`config.mk`:
```
export PLATFORM = sky130hd
export DESIGN_NAME = t_stream_tx
export DESIGN_NICKNAME = d
export VERILOG_FILES = /design/src/rtl/t_stream_tx.sv
export SDC_FILE = /design/constraint.sdc
export NUM_CORES = 1
export LEC_CHECK = 0
export ABC_AREA = 1
export ABC_CLOCK_PERIOD_IN_PS = 1400
export BUFFER_PORTS_ARGS = -buffer_cell sky130_fd_sc_hd__buf_2
export CAP_MARGIN = 5
export CORE_ASPECT_RATIO = 1.5
export CORE_UTILIZATION = 48
export DETAILED_ROUTE_END_ITERATION = 12
export HOLD_SLACK_MARGIN = 0.1
export PLACE_DENSITY = 0.79
export SETUP_SLACK_MARGIN = 0.05
export SYNTH_ARGS = -nofsm -noshare
export SYNTH_HDL_FRONTEND = slang
export SYNTH_SLANG_ARGS = --single-unit
```
`constraint.sdc`:
```
create_clock -name clk -period 1.4 [get_ports clk]
set_input_delay 0.28 -clock clk [delete_from_list [all_inputs] [get_ports clk]]
set_output_delay 0.28 -clock clk [all_outputs]
set_load 0.01 [all_outputs]
```
`src/rtl/t_stream_tx.sv`:
```
// t_stream_tx: transmit side of the toggle-coded serial link.
//
// The receiver is a plain toggle flop (q <= rs ? 0 : q ^ t). This block takes a
// DW-bit word over a valid/ready handshake. It drives t so that the receiver q
// walks through the frame: start level 1, the data bits LSB first, then stop
// level 0. The block keeps its own registered copy of the receiver flop (q_ref),
// so each t is the desired next level XOR the receiver q after the current edge.
//
// Ports
//   clk        in   1   clock, every state update on posedge
//   rs         in   1   synchronous active-high reset
//   din        in   DW  word to send, sampled only on acceptance
//   din_valid  in   1   producer has a word
//   din_ready  out  1   transmitter idle; accept = din_valid & din_ready
//   t          out  1   toggle command to the receiver flop (registered)
//   q_ref      out  1   cycle-exact model of the receiver q (registered)
//   busy       out  1   frame in progress (start, data or stop level on the line)
//   done       out  1   one-cycle pulse while the stop-bit toggle is driven
//
// Timing: acceptance at edge E0 gives receiver q=1 after E1 and q=bit i after
// E(2+i). It gives q=0 after E(DW+2), and din_ready returns after E(DW+2), so a
// frame occupies DW+3 cycles when words are sent back to back.

module t_stream_tx #(
   parameter int unsigned DW = 8
) (
   input  logic          clk,
   input  logic          rs,
   input  logic [DW-1:0] din,
   input  logic          din_valid,
   output logic          din_ready,
   output logic          t,
   output logic          q_ref,
   output logic          busy,
   output logic          done
);

   // Bit counter is at least one bit wide so DW=1 still has a legal vector.
   localparam int unsigned CW = (DW > 1) ? $clog2(DW) : 1;
   localparam logic [CW-1:0] LastCnt = CW'(DW - 1);

   // The state names what t is driving during the current cycle.
   typedef enum logic [1:0] {
      StIdle,
      StStart,
      StData,
      StStop
   } state_t;

   state_t        state;
   logic [CW-1:0] cnt;
   logic [DW-1:0] shreg;

   // Receiver q just after the coming edge; toggling against it yields level L.
   logic qn;
   logic accept;

   assign qn     = q_ref ^ t;
   assign accept = din_valid & din_ready;

   always_ff @(posedge clk) begin
      if (rs) begin
         state     <= StIdle;
         t         <= 1'b0;
         q_ref     <= 1'b0;
         din_ready <= 1'b0;
         busy      <= 1'b0;
         done      <= 1'b0;
         cnt       <= '0;
         shreg     <= '0;
      end else begin
         q_ref <= qn;
         unique case (state)
            StIdle: begin
               // Hold the line level: L = qn, so t = 0.
               t         <= 1'b0;
               din_ready <= 1'b1;
               if (accept) begin
                  shreg     <= din;
                  t         <= ~qn;           // start level 1
                  din_ready <= 1'b0;
                  busy      <= 1'b1;
                  state     <= StStart;
               end
            end
            StStart: begin
               t     <= shreg[0] ^ qn;        // data bit 0
               shreg <= shreg >> 1;
               cnt   <= '0;
               state <= StData;
            end
            StData: begin
               if (cnt != LastCnt) begin
                  t     <= shreg[0] ^ qn;     // data bit cnt+1
                  shreg <= shreg >> 1;
                  cnt   <= cnt + CW'(1);
               end else begin
                  t     <= qn;                // stop level 0
                  done  <= 1'b1;
                  state <= StStop;
               end
            end
            StStop: begin
               // The line is at 0 after this edge, so idle needs no toggle.
               t         <= 1'b0;
               done      <= 1'b0;
               busy      <= 1'b0;
               din_ready <= 1'b1;
               state     <= StIdle;
            end
            default: begin
               state <= StIdle;
            end
         endcase
      end
   end

endmodule
```
## Word-level counts from Yosys, hierarchy flattened

Cells that the tools add are included.

| operators by class | value |
|---|---|
| $add $sub $neg | 1 |
| multipliers | 0 |
| divide/modulo/power cells | 0 |
| $lt $le $gt $ge | 0 |
| equality and inequality tests | 7 |
| shift operators | 0 |
| mux-type cells | 17 |
| bitwise gates (word level) | 4 |
| reduce and logical (&&, ||, !) cells | 10 |

Operators by type and width:

| operator | number |
|---|---|
| $pmux W8 S3 | 1 |
| $mux W8 | 2 |
| $pmux W2 S4 | 1 |
| $reduce_and A2 Y1 | 4 |
| $ne A2 B2 Y1 const B | 3 |
| $pmux W1 S2 | 3 |
| $pmux W3 S2 | 1 |
| $reduce_bool A2 Y1 | 3 |
| $mux W1 | 5 |
| $eq A2 B2 Y1 const B | 2 |
| $mux W2 | 2 |
| $pmux W1 S4 | 1 |
| $add A3 B1 Y3 const B | 1 |
| $mux W3 | 1 |
| $ne A3 B3 Y1 const B | 1 |
| $reduce_and A3 Y1 | 1 |
| $reduce_bool A3 Y1 | 1 |
| $eq A2 B1 Y1 const B | 1 |
| $logic_not A2 Y1 | 1 |
| $xor A1 B1 Y1 | 2 |
| $and A1 B1 Y1 | 1 |
| $not A1 Y1 | 1 |

| storage, ports and cells | value |
|---|---|
| register bits after elaboration | 18 |
| latch bits | 0 |
| memory bits (writable) | 0 |
| memory bits (read-only) | 0 |
| output and inout bits | 5 |
| memories | 0 |

## Logic depth before layout (Yosys ltp)

| depth | value |
|---|---|
| depth in word-level cells | 4 |
| depth in mapped cells | 8 |
| mapped depth without buffers | 7 |

## Least setup slack after synthesis

OpenSTA, ideal clock, no wires.

| path | value |
|---|---|
| kind | register -> register |
| start | reg state[0] |
| end | reg shreg[2] |
| library setup time | 0.117 ns |
| arrival time | 1.220 ns |
| path slack | 0.063 ns |
| stages on the path, launching flop included | 9 |
| path buffers | 1 |
| period minus slack after synthesis | 1.337 ns |
| cell sequence | dfxtp_1 -> inv_1 -> ha_1 -> inv_2 -> buf_6 -> nand2_1 -> nand2_1 -> o21ai_1 -> nor2_1 |

| between the ends | value |
|---|---|
| longest elaborated chain between the ends | 3 |

RTL lines:

| element | line | text |
|---|---|---|
| from (decl) | 50 | `state_t state;` |
| from (signal assigned) | 63 | `state <= StIdle;` |
| from (signal assigned) | 83 | `state <= StStart;` |
| from (signal assigned) | 90 | `state <= StData;` |
| $eq A2 B2 Y1 (tied with other cells) | 73 | `unique case (state)` |
| $ne A2 B2 Y1 (no source line) or $reduce_bool A3 Y1 (tied branches) | -- |  |
| $reduce_and A3 Y1 (no source line) | -- |  |
| to (signal assigned) | 79 | `shreg <= din;` |
| to (signal assigned) | 88 | `shreg <= shreg >> 1;` |
| to (signal assigned) | 95 | `shreg <= shreg >> 1;` |
| to (decl) | 52 | `logic [DW-1:0] shreg;` |

Several ways; a longest one is shown, not always the timed one.
A chain may end at the register's enable or synchronous reset.

## Worst setup path after layout

| path | value |
|---|---|
| start | reg state[0] |
| end | reg shreg[1] |

The elaborated chain is that of the path after synthesis.

==> impl_metrics.json <==
{
  "area_growth_syn_to_layout_pct": 21.2,
  "grt.met2_usage": 0.333,
  "p_leak_nw": 0.583,
  "cts_buffer_depth": 2,
  "status": "finished clean",
  "fin_cells": 177,
  "clock_latency_ns": 0.30,
  "cts_tree": "yes",
  "ios": 16,
  "place_inst": 171,
  "die_w_microns": 38.6,
  "avgViaCountPerCell": 5.24,
  "fp-row-count": 19,
  "synth_xor_area_frac": 0,
  "fmax_mhz": 750,
  "holdPathEnd": "cnt[1]",
  "synthAdderAreaFrac": 0.104,
  "antenna_cells": 0,
  "grt_busiest_layer": "met2",
  "switching_power_mw": 1.18,
  "grt_max_degree": 14,
  "tightest_slew_ns": 0.354,
  "clkPwrFrac": 0.102,
  "seq_area_frac_synth": 0.373,
  "root_buffer": "clkbuf_4",
  "drt-initial-drc-count": 35,
  "n_fill_cell": 163,
  "startpoint": "state[0]",
  "port_buffers": 15,
  "cap_violations": 0,
  "r2r-end": "shreg[1]",
  "finalHoldViolCount": 0,
  "pwr-share-seq": 0.314,
  "synth_top_area_share": 0.373,
  "hold_start": "rs",
  "rsz0062_at_grt": "yes",
  "drive_gt1_frac": 0.250,
  "synth-simple-area-share": 0.267,
  "grt_pass1_vias": 836,
  "antenna_left": 0,
  "antenna_found_initial": 0,
  "cts_buffers": 3,
  "dieArea_sq_mm": 0.00220,
  "reg2regPathDepth": 6,
  "synthTopCellsByArea": "dfxtp_1, nand2_1, ha_1",
  "crit_required_ns": 1.60,
  "htreeDepth": 1,
  "combPwrFrac": 0.585,
  "synth_seq_cells": 18,
  "grt_use_total": 0.198,
  "synthMuxAreaShare": 0,
  "syn_nets": 154,
  "crit_type": "register to register",
  "cp_max_fo": 9,
  "wl_per_cell_microns": 11.9,
  "hpwl_microns": 1490,
  "grt-ovfl-total": 0,
  "grt_pass1_wl_microns": 3250,
  "use_met1": 0.244,
  "nets": 177,
  "ys_warn_count": 0,
  "maxSlewViolCount": 0,
  "critPathLaunchType": "register",
  "final_cell_mix": "nand2_1, dfxtp_1, buf_2, inv_1",
  "synth_largest_area_cell": "dfxtp_1",
  "die_h_microns": 56.9,
  "routabilityCongestion": 0.835,
  "syn_inst": 135,
  "r2r-start": "state[0]",
  "synth_top_family_by_area": "simple AND/OR/NAND/NOR gates",
  "relSlewSlack": 0.764,
  "switching_share": 0.457,
  "power_mw": 2.58,
  "drt-total-wl_microns": 2110,
  "yosysUniqueCellTypes": 18,
  "core-area_sq_mm": 0.00185,
  "initial_core_util": 0.521,
  "vdd_ir_drop_max_v": 0.00131,
  "synth.avg_cell_area_sq_um": 7.16,
  "powerDensity_mw_per_mm2": 2200,
  "layout_commonest_cell": "nand2_1",
  "hold_depth": 2,
  "p_int_mw": 1.40,
  "cts_hold_buf": 0,
  "hp-class": "input pin to register",
  "multi_input_area_sq_um": 589,
  "cp-end-kind": "register",
  "dpl-instance-area_sq_mm": 0.00106,
  "synth-compound-area-share": 0.166,
  "period_needed_ns": 1.33,
  "arrival_ns": 1.54,
  "synth_area_sq_um": 966,
  "setup_viol": 0,
  "drc": 0,
  "use_met3": 0.0233,
  "ff_latch_area_sq_um": 363,
  "design_area_sq_mm": 0.00117,
  "drtPass1Iterations": 5,
  "r2r_slack_ns": 0.07,
  "num_vias": 927,
  "finClkSkew_ns": 0.00705,
  "finalCritPeriodShare": 0.952,
  "cts_sinks": 18,
  "clk_pin_slew_ns": 0.10
}
[cells by family after synthesis]
family / count (synthesis)
compound gates: 30
fa+ha+maj: 8
buf+inv: 19
flops: 18
simple gates: 60
[routing by layer]
layer | up-vias | wire (microns)
met4 | 0 | 23
met3 | 3 | 39
li1 | 488 | -
met1 | 423 | 964
met2 | 13 | 1090
met5 | - | 0
[worst max path at each step]
| stage | slack, ns | end | depth (start not counted) |
|---|---|---|---|
| after floorplan | 0.06 | shreg[2] | 8 |
| after global placement | 0.05 | shreg[6] | 6 |
| after detailed placement | -0.04 | cnt[0] | 6 |
| after CTS | 0.04 | shreg[6] | 6 |
| after global routing | 0.01 | state[1] | 7 |
| final | 0.07 | shreg[1] | 6 |
[power by group through the flow]
stage,Sequential (mW),Combinational (mW),Clock [mW]
floorplan,0.813,1.00,0
finish,0.809,1.51,0.262
detailed placement,0.805,1.29,0
CTS,0.794,1.32,0.263
global placement,0.801,1.25,0
global route,0.836,1.68,0.295
[worst max-delay path: stages (launching register included)]
cell     delay (ns)
dfxtp_1        0.33
buf_4          0.14
ha_1           0.25
inv_4          0.14
nand3_2        0.15
nor2_1         0.16
nor2_1         0.07
[metrics by stage]
| stage | hold WS (ns) | setup slack, ns | setup TNS, ns | util |
|---|---|---|---|---|
| floorplan | 0.349 | 0.0633 | 0 | - |
| finish | 0.212 | 0.0668 | 0 | 0.632 |
| global placement | 0.446 | 0.0544 | 0 | 0.573 |
| CTS | 0.222 | 0.0422 | 0 | 0.590 |
| detailed placement | 0.449 | -0.0352 | -0.0591 | 0.573 |
| global route | 0.215 | 0.0129 | 0 | 0.632 |
[cell usage after synthesis]
cell and count:
a21oi_1 11, o211ai_1 1, nor3b_1 1, nand3_4 1
buf_2 1, inv_2 2, dfxtp_1 18, nand2_2 2
nand3_1 6, nor2_1 11, ha_1 8, nand4_1 1
a31oi_1 6, buf_6 2, o21ai_1 5, nand2_1 38
inv_1 14, o21ai_0 7
[final cells by class]
class | instances | area share
Sequential cell | 18 | 0.310
Timing Repair Buffer | 19 | 0.0897
Clock buffer | 3 | 0.0192
Tap cell | 21 | 0.0224
Inverter | 16 | 0.0556
Multi-Input combinational cell | 100 | 0.503
[state kept, by name, indices dropped and copies added, names as in the netlist]
register   count
din_ready      1
busy           1
done           1
t              1
cnt            3
state          2
q_ref          1
shreg          8
[repair_timing]
item	in CTS	in global routing
gates cloned	0	2
pin swaps	0	2
setup buffers	0	1
endpoints found under the hold margin	0	0
setup endpoints to repair	11	14
resized for setup	5	13
(Power assumes the default switching activity.)
